File: config.mk
export PLATFORM = sky130hd
export DESIGN_NAME = ad760x_ctrl
export DESIGN_NICKNAME = d
export VERILOG_FILES = /design/src/rtl/ad760x_ctrl.sv
export SDC_FILE = /design/constraint.sdc
export NUM_CORES = 1
export LEC_CHECK = 0
export ABC_AREA = 1
export ABC_CLOCK_PERIOD_IN_PS = 2400
export CAP_MARGIN = 25
export CORE_MARGIN = 5
export CORE_UTILIZATION = 28
export DETAILED_ROUTE_END_ITERATION = 16
export GPL_ROUTABILITY_DRIVEN = 0
export PLACE_DENSITY_LB_ADDON = 0.25
export SLEW_MARGIN = 20
export SYNTH_ARGS = -nofsm -noshare
export SYNTH_HDL_FRONTEND = slang
export SYNTH_SLANG_ARGS = --single-unit
File: constraint.sdc
create_clock -name i_clk -period 2.4 [get_ports i_clk]
set_clock_uncertainty 0.1 [all_clocks]
set_input_delay 0.48 -clock i_clk [delete_from_list [all_inputs] [get_ports i_clk]]
set_output_delay 0.48 -clock i_clk [all_outputs]
set_load 0.005 [all_outputs]
File: src/rtl/ad760x_ctrl.sv
// ============================================================================
// ad760x_ctrl
// ----------------------------------------------------------------------------
// Sequencer for an AD760x-family ADC.
//
// 1. Pulses the ADC RESET pin.
// 2. Writes a table of configuration words through an external register-write
//    SPI engine.
// 3. Free-runs conversions at a programmable sample period:
//    CONVST low, wait for BUSY to fall, then start the data-read SPI engine.
//
// It also keeps a sticky BUSY-timeout flag and a saturating count of sample
// periods that expired while a conversion was still in flight.
//
// Ports
//   i_clk, i_rst          clock; asynchronous active-low reset
//   i_adc_busy            ADC BUSY pin
//   o_adc_cnv             CONVST, active-low
//   o_adc_rst             ADC RESET pin
//   o_adc_spi_start       1-cycle start to the data-read SPI engine
//   i_adc_spi_done        1-cycle done from the data-read SPI engine
//   o_init_spi_start      1-cycle start to the register-write SPI engine
//   i_init_spi_done       1-cycle done from the register-write SPI engine
//   o_cpol, o_cpha        SPI mode for the shared bus
//   i_adc_cyc_t           sample period in clocks (sampling disabled below
//                         P_MIN_CYC)
//   i_init_table          init words, word k at [16k+15:16k]
//   o_adc_init_data       init word currently being written
//   i_reinit              request a full reset/re-init (taken in IDLE)
//   i_err_clr             clear the timeout flag and the overrun count
//   o_ready               init complete, sampling enabled
//   o_busy_to_err         sticky BUSY timeout flag
//   o_overrun_cnt         missed-conversion count, saturating
//   o_state               current state code
// ============================================================================
module ad760x_ctrl #(
    parameter int P_N_INIT  = 4,
    parameter int P_RST_CYC = 8,
    parameter int P_CNV_CYC = 8,
    parameter int P_CNV_LOW = 3,
    parameter int P_BUSY_TO = 1000,
    parameter int P_MIN_CYC = 200
) (
    input  logic                   i_clk,
    input  logic                   i_rst,
    input  logic                   i_adc_busy,
    output logic                   o_adc_cnv,
    output logic                   o_adc_rst,
    output logic                   o_adc_spi_start,
    input  logic                   i_adc_spi_done,
    output logic                   o_init_spi_start,
    input  logic                   i_init_spi_done,
    output logic                   o_cpol,
    output logic                   o_cpha,
    input  logic [31:0]            i_adc_cyc_t,
    input  logic [16*P_N_INIT-1:0] i_init_table,
    output logic [15:0]            o_adc_init_data,
    input  logic                   i_reinit,
    input  logic                   i_err_clr,
    output logic                   o_ready,
    output logic                   o_busy_to_err,
    output logic [15:0]            o_overrun_cnt,
    output logic [3:0]             o_state
);

    typedef enum logic [3:0] {
        S_RST_PULSE = 4'd0,
        S_DELAY     = 4'd1,
        S_INIT      = 4'd2,
        S_INIT_WAIT = 4'd3,
        S_IDLE      = 4'd4,
        S_CONV      = 4'd5,
        S_BUSY      = 4'd6,
        S_SPI       = 4'd7,
        S_SPI_WAIT  = 4'd8,
        S_DONE      = 4'd9
    } state_t;

    // Terminal counts, sized to the counters they are compared against
    localparam logic [15:0] L_RST_LAST  = 16'(P_RST_CYC - 1);
    localparam logic [15:0] L_CNV_LAST  = 16'(P_CNV_CYC - 1);
    localparam logic [15:0] L_CNV_LOW   = 16'(P_CNV_LOW);
    localparam logic [31:0] L_BUSY_LAST = 32'(P_BUSY_TO - 1);
    localparam logic [31:0] L_MIN_CYC   = 32'(P_MIN_CYC);
    localparam logic [3:0]  L_INIT_LAST = 4'(P_N_INIT - 1);

    state_t      r_state;
    logic [15:0] r_rst_cnt;
    logic [5:0]  r_dly_cnt;
    logic [3:0]  r_init_idx;
    logic [15:0] r_conv_cnt;
    logic [31:0] r_to_cnt;
    logic [31:0] r_cyc_cnt;
    logic        r_reinit_pend;
    logic        r_init_spi_start;
    logic        r_adc_spi_start;
    logic [15:0] r_adc_init_data;
    logic        r_busy_to_err;
    logic [15:0] r_overrun_cnt;

    logic        w_cyc_valid;
    logic [31:0] w_cyc_last;
    logic        w_conv_flag;
    logic        w_in_flight;
    logic [15:0] w_words [0:15];

    // ------------------------------------------------------------------
    // Init table unpacked into a 16-entry array so that any 4-bit index is
    // legal. Entries past the table read as zero, which gives the required
    // 0 output once init_idx has stepped past the last word.
    // ------------------------------------------------------------------
    genvar gi;
    generate
        for (gi = 0; gi < 16; gi++) begin : g_words
            if (gi < P_N_INIT) begin : g_used
                assign w_words[gi] = i_init_table[16*gi +: 16];
            end else begin : g_unused
                assign w_words[gi] = 16'h0000;
            end
        end
    endgenerate

    // Sampling is only enabled for a period long enough to fit a transaction
    assign w_cyc_valid = (i_adc_cyc_t >= L_MIN_CYC);
    assign w_cyc_last  = i_adc_cyc_t - 32'd1;
    assign w_conv_flag = w_cyc_valid && (r_cyc_cnt == w_cyc_last);
    assign w_in_flight = (r_state >= S_CONV) && (r_state <= S_DONE);

    // ------------------------------------------------------------------
    // Sequencer
    // ------------------------------------------------------------------
    always_ff @(posedge i_clk or negedge i_rst) begin
        if (!i_rst) begin
            r_state          <= S_RST_PULSE;
            r_rst_cnt        <= '0;
            r_dly_cnt        <= '0;
            r_init_idx       <= '0;
            r_conv_cnt       <= '0;
            r_to_cnt         <= '0;
            r_cyc_cnt        <= '0;
            r_reinit_pend    <= 1'b0;
            r_init_spi_start <= 1'b0;
            r_adc_spi_start  <= 1'b0;
            r_adc_init_data  <= '0;
            r_busy_to_err    <= 1'b0;
            r_overrun_cnt    <= '0;
        end else begin
            // Start strobes are one clock behind the 1-cycle issuing state
            r_init_spi_start <= (r_state == S_INIT);
            r_adc_spi_start  <= (r_state == S_SPI);
            r_adc_init_data  <= w_words[r_init_idx];

            if (i_reinit) begin
                r_reinit_pend <= 1'b1;
            end

            // Settle counter only runs while waiting in DELAY with a usable
            // sample period; it naturally wraps to 0 as DELAY exits at 63.
            if ((r_state == S_DELAY) && w_cyc_valid) begin
                r_dly_cnt <= r_dly_cnt + 6'd1;
            end else begin
                r_dly_cnt <= '0;
            end

            // Sample-period timebase runs in every state so that the
            // conversion grid stays fixed regardless of transaction length.
            // The >= keeps it in range if the period is shortened on the fly.
            if (!w_cyc_valid || (r_cyc_cnt >= w_cyc_last)) begin
                r_cyc_cnt <= '0;
            end else begin
                r_cyc_cnt <= r_cyc_cnt + 32'd1;
            end

            case (r_state)
                S_RST_PULSE: begin
                    if (r_rst_cnt == L_RST_LAST) begin
                        r_rst_cnt <= '0;
                        r_state   <= S_DELAY;
                    end else begin
                        r_rst_cnt <= r_rst_cnt + 16'd1;
                    end
                end

                S_DELAY: begin
                    if (r_dly_cnt == 6'd63) begin
                        r_state <= S_INIT;
                    end
                end

                S_INIT: begin
                    r_state <= S_INIT_WAIT;
                end

                S_INIT_WAIT: begin
                    if (i_init_spi_done) begin
                        r_init_idx <= r_init_idx + 4'd1;
                        if (r_init_idx == L_INIT_LAST) begin
                            r_state <= S_IDLE;
                        end else begin
                            r_state <= S_DELAY;
                        end
                    end
                end

                S_IDLE: begin
                    if (r_reinit_pend) begin
                        // A request arriving on this very cycle stays pending
                        r_reinit_pend <= i_reinit;
                        r_init_idx    <= '0;
                        r_state       <= S_RST_PULSE;
                    end else if (w_conv_flag) begin
                        r_state <= S_CONV;
                    end
                end

                S_CONV: begin
                    if (r_conv_cnt == L_CNV_LAST) begin
                        r_conv_cnt <= '0;
                        r_state    <= S_BUSY;
                    end else begin
                        r_conv_cnt <= r_conv_cnt + 16'd1;
                    end
                end

                S_BUSY: begin
                    // BUSY falling takes priority over a coincident timeout
                    if (!i_adc_busy) begin
                        r_to_cnt <= '0;
                        r_state  <= S_SPI;
                    end else if (r_to_cnt == L_BUSY_LAST) begin
                        r_to_cnt      <= '0;
                        r_busy_to_err <= 1'b1;
                        r_state       <= S_IDLE;
                    end else begin
                        r_to_cnt <= r_to_cnt + 32'd1;
                    end
                end

                S_SPI: begin
                    r_state <= S_SPI_WAIT;
                end

                S_SPI_WAIT: begin
                    if (i_adc_spi_done) begin
                        r_state <= S_DONE;
                    end
                end

                S_DONE: begin
                    r_state <= S_IDLE;
                end

                default: begin
                    // Corrupted state code: restart the ADC from scratch
                    r_reinit_pend <= i_reinit;
                    r_init_idx    <= '0;
                    r_rst_cnt     <= '0;
                    r_conv_cnt    <= '0;
                    r_to_cnt      <= '0;
                    r_state       <= S_RST_PULSE;
                end
            endcase

            // A sample period that ends while the previous conversion is
            // still in flight is a missed conversion.
            if (i_err_clr) begin
                r_overrun_cnt <= '0;
            end else if (w_conv_flag && w_in_flight && (r_overrun_cnt != 16'hFFFF)) begin
                r_overrun_cnt <= r_overrun_cnt + 16'd1;
            end

            // Placed after the case so a clear beats a same-cycle timeout
            if (i_err_clr) begin
                r_busy_to_err <= 1'b0;
            end
        end
    end

    // ------------------------------------------------------------------
    // Outputs decoded from registered state
    // ------------------------------------------------------------------
    assign o_state          = r_state;
    assign o_adc_rst        = (r_state == S_RST_PULSE);
    assign o_adc_cnv        = !((r_state == S_CONV) && (r_conv_cnt < L_CNV_LOW));
    assign o_ready          = w_in_flight || (r_state == S_IDLE);
    assign o_cpol           = 1'b1;
    assign o_cpha           = (r_state >= S_IDLE);
    assign o_init_spi_start = r_init_spi_start;
    assign o_adc_spi_start  = r_adc_spi_start;
    assign o_adc_init_data  = r_adc_init_data;
    assign o_busy_to_err    = r_busy_to_err;
    assign o_overrun_cnt    = r_overrun_cnt;

endmodule

==> results.md <==
- The flow ran to the end, but the final reports show violations.
- The checks that failed: negative setup slack.
- The share of the Yosys chip area taken by registers is 0.354.
- The minimum setup slack in the final design is -0.313 ns.
- The core utilization of the finished layout is 0.403.
- In this run the vertical extent of the chip is around 200 µm.
- The detailed router used layers up to and including met4.
- The number of max-slew violations in the final report is 0.
- The power spent charging and discharging nets is roughly 0.0023 W.
- Counting instances, the worst hold path has a depth of 1.
- The leading cell type in the layout, fill and taps excluded is sky130_fd_sc_hd__nand2_1.
- The worst register-to-register path has a depth of 12.
- After clock tree synthesis, the clock-pin slew on the worst setup and hold paths is around 0.070 ns.
- CTS saw between 100 and 150 sinks.
- The routed length on met1 is 13.8 mm.
- The achievable frequency is approximately 370 MHz.
- The number of nets produced by synthesis is approximately 1700.
- The clock tree from TritonCTS is done.
- The primary flip-flop cell chosen by synthesis mapping is sky130_fd_sc_hd__dfrtp_1.
- The startpoint type of the worst setup path is an input pin.
- For the pin with the worst max-slew slack, the measured transition is 0.560 ns.
- The number of rows created at floorplan is 70.
- The detailed router placed ~11000 vias in this run.
- For the finished layout, the period the worst path requires is roughly 2.7 ns.
- The number of top-level design ports is 147.
- After detailed routing, the number of vias per cell comes to between 4 and 5.
- Data arrives at the worst endpoint at roughly 2.9 ns.
- Internal power comes to 0.00496 W.
- Of all nets on the critical path, the largest fanout is 6.
- The root buffer cell is sky130_fd_sc_hd__clkbuf_16.
- In the global route stage, overall resource usage came out at 0.148.
- The finished cells cover about 15000 µm².
- The number of antenna violations at the first check in global routing was 0.
- The number of standard cells in the final layout excluding fillers is between 2000 and 2500.
- The routed length on met2 is roughly 15 mm.
- At the later pin of the worst-skew pair, clock insertion delay measures between 0.4 and 0.5 ns.
- Across the run, the number of max-cap violations was 0.
- The relative slew slack is 0.626.
- The number of unique standard cell types used by synthesis is 46.
- The post-synthesis cell area is roughly 10000 µm².
- The number of antenna diodes is 0.
- The total power density per cell area is ~500 nW/µm².
- In the final routed layout, each cell accounts on average for 13.4 µm.
- The count of endpoints failing hold in the final timing report is 0.
- The number of synthesis warnings is 0.
- The switching fraction of total power is 0.321.
- The final total power is 0.00730 W.
- Counting the buffers created by CTS gives 17.
- The total of buffers placed on input and output ports is about 150.
- The worst-case IR drop observed on VDD is roughly 0.00047 V.
- The residual overflow from global routing is 0.
- The floorplan die area is between 40000 and 50000 µm².
- The aggregate routed wire length is 30.7 mm.
- The share of total power dissipated in sequential elements is 0.376.
- For hold timing, the worst endpoint is r_dly_cnt[0].
- The number of placed cells counting well taps is roughly 2200.
- The net count reported at finish is around 1900.
- The fraction of layout instances using a drive strength above 1 is 0.208.
- The first global-routing pass estimated roughly 50 mm of wire.
- The effective utilization at floorplan is 0.283.
- After the first detailed-routing iteration, the DRC count stood at between 500 and 600.
- Final hold analysis gives a worst-case slack of approximately 0.37 ns.
- The number of design rule violations left after detail routing is 0.
- Synthesis handed over a netlist of 1508 instances.
- The clock tree synthesis step divided the H-tree into 4 levels.
- The share of total power dissipated in combinational logic is 0.258.
- The number of global-route vias before repair is ~11000.
- The synthesized design contains 0 enable-type register cells.
- Setup violations remaining at the end of the flow were counted as 51.
- Compared with the post-synthesis result, the final layout area differs by 42.6%.
- The post-synthesis average cell area is approximately 7 µm².
- The total leakage power is just under 7 nW.
- The clock power share is 0.366.
- For flop-to-flop paths, the worst setup slack is ~0.29 ns.
- Entering global routing, the biggest net connects 50 pins.
- After legalization and detailed placement, the total HPWL measured approximately 23 mm.
- The detail route stage leaves a number of antenna-violating nets equal to 0.
- In this run the critical register-to-register path is launched from r_cyc_cnt[7].
- The worst register-to-register path ends at r_cyc_cnt[18].
- In this run the cell area measured after placement is roughly 13000 µm².
- In this run the deepest clock path goes through 2 buffers.
- The critical path is of the input pin to register type.
- The path class of the tightest hold or removal check is register to register.
- The capturing element type of the critical path is a register.
- After detailed routing, the met3 layer carries ~1.9 mm of wire.
- Synthesis inferred between 100 and 150 register bits.
- In the layout the commonest cells are sky130_fd_sc_hd__nand2_1, sky130_fd_sc_hd__nor2_1, sky130_fd_sc_hd__inv_1, sky130_fd_sc_hd__buf_4, sky130_fd_sc_hd__dfrtp_1.
- From left edge to right edge, the die measures slightly above 200 µm.
- The launch point of the worst hold path is r_dly_cnt[0].
- The first detailed-routing pass took 5 iterations.
- The post-route fraction of the period consumed by the critical path is 1.13.
- Of all flip-flops after synthesis, the portion carrying an async set or reset was 1.00.
- Setup repair after global routing could not meet its margin everywhere.
- In this run the standard cell core region covers roughly 37000 µm².
- The required time at the endpoint of the critical path is 2.62 ns.
flip-flops by register name, summed over array words and instances, names as in the netlist:
register / flops
r_reinit_pend: 1
r_conv_cnt: 16
r_cyc_cnt: 32
r_rst_cnt: 16
o_overrun_cnt: 16
o_init_spi_start: 1
o_state: 4
o_busy_to_err: 1
o_adc_init_data: 16
r_dly_cnt: 6
r_to_cnt: 32
r_init_idx: 4
o_adc_spi_start: 1
cell usage after synthesis (4+ instances only):
library cell,count,area share
sky130_fd_sc_hd__nand3_1,92,0.045
sky130_fd_sc_hd__nand2_2,8,0.0048
sky130_fd_sc_hd__o21ai_0,78,0.038
sky130_fd_sc_hd__inv_2,5,0.0018
sky130_fd_sc_hd__nor2_4,4,0.0044
sky130_fd_sc_hd__or2_2,5,0.0030
sky130_fd_sc_hd__nor2_1,306,0.11
sky130_fd_sc_hd__nand3b_1,4,0.0029
sky130_fd_sc_hd__nor3b_1,9,0.0065
sky130_fd_sc_hd__xor2_1,64,0.054
sky130_fd_sc_hd__o21bai_1,4,0.0029
sky130_fd_sc_hd__buf_2,5,0.0024
sky130_fd_sc_hd__ha_1,40,0.048
sky130_fd_sc_hd__nor2_2,6,0.0036
sky130_fd_sc_hd__nor3_1,46,0.022
sky130_fd_sc_hd__nand2_1,339,0.12
sky130_fd_sc_hd__xnor2_1,18,0.015
sky130_fd_sc_hd__inv_1,173,0.063
sky130_fd_sc_hd__a21oi_1,51,0.025
sky130_fd_sc_hd__clkbuf_1,16,0.0058
sky130_fd_sc_hd__nand4_1,44,0.027
sky130_fd_sc_hd__nand2_4,5,0.0055
sky130_fd_sc_hd__dfrtp_1,146,0.35
cell families after synthesis:
kind of cell / count (synthesis) / synth area share
adder cells (fa/ha/maj): 40 / 0.0484
XOR/XNOR: 82 / 0.0695
buffers and inverters: 207 / 0.0778
flip-flops: 146 / 0.354
other: 1 / 0.000363
AND/OR/NAND/NOR: 885 / 0.374
AO/OA/AOI/OAI: 147 / 0.0764
routing by layer:
metal / vias up / global-route usage
met5: - / 0
met4: 0 / 0.0276
met3: 27 / 0.0393
met2: 226 / 0.250
met1: 4848 / 0.194
li1: 5418 / -
through the flow:
step	TNS (ns)	setup slack (ns)
final	-12.30	-0.313
after global routing	-21.66	-0.466
after CTS	-14.78	-0.343
after detailed placement	-60.47	-1.25
after global placement	-56.34	-1.17
after floorplan	-16.36	-0.341
how the worst max path moves through the flow:
| stage | from | to | cells past startpoint |
|---|---|---|---|
| after floorplan | i_adc_cyc_t[0] | o_overrun_cnt[14] | 21 |
| after global placement | i_adc_cyc_t[2] | o_overrun_cnt[12] | 22 |
| after detailed placement | i_adc_cyc_t[3] | o_overrun_cnt[9] | 19 |
| after CTS | i_adc_cyc_t[0] | o_overrun_cnt[9] | 23 |
| after global routing | i_adc_cyc_t[4] | o_overrun_cnt[0] | 20 |
| final | i_adc_cyc_t[2] | o_overrun_cnt[0] | 22 |
worst max-delay path, stage by stage:
cell                      delay, ns
sky130_fd_sc_hd__buf_4         0.14
sky130_fd_sc_hd__nor2_4        0.11
sky130_fd_sc_hd__nand2_2       0.08
sky130_fd_sc_hd__nor2_4        0.14
sky130_fd_sc_hd__nand2_4       0.09
sky130_fd_sc_hd__nor2_4        0.11
sky130_fd_sc_hd__buf_6         0.10
sky130_fd_sc_hd__buf_4         0.09
sky130_fd_sc_hd__xor2_1        0.13
sky130_fd_sc_hd__inv_1         0.09
sky130_fd_sc_hd__ha_4          0.27
sky130_fd_sc_hd__nand2_4       0.04
sky130_fd_sc_hd__nor2_4        0.13
sky130_fd_sc_hd__inv_2         0.06
sky130_fd_sc_hd__nor2_4        0.11
sky130_fd_sc_hd__nand2_2       0.07
sky130_fd_sc_hd__nor2_4        0.11
sky130_fd_sc_hd__buf_6         0.13
sky130_fd_sc_hd__nand3_4       0.13
sky130_fd_sc_hd__buf_4         0.18
sky130_fd_sc_hd__nand3_1       0.07
sky130_fd_sc_hd__nand2_1       0.07
what timing repair did:
item                                    4_1_cts  5_1_grt
setup buffers                                33        7
hold buffers                                  1        0
endpoints found under the setup margin       54       54
pin swaps                                    65       52
cloned                                        2        1
gates resized for setup                     153      106
endpoints found under the hold margin        45        0
power groups by stage:
stage	logic [W]	registers [W]	clock network [W]
5_1_grt	0.00213	0.00276	0.00285
2_1_floorplan	0.000978	0.00276	0
3_5_place_dp	0.00185	0.00278	0
6_report	0.00188	0.00274	0.00267
3_3_place_gp	0.00183	0.00278	0
4_1_cts	0.00188	0.00274	0.00274
final cells by class:
type                            instances  area (µm²)
Timing Repair Buffer                  303        2740
Clock buffer                           17         425
Fill cell                            3731       21800
Inverter                              179         679
Multi-Input combinational cell       1155        6470
Tap cell                              468         586
Clock inverter                         15         164
Sequential cell                       146        3660
Power figures use the tool's default switching activity.
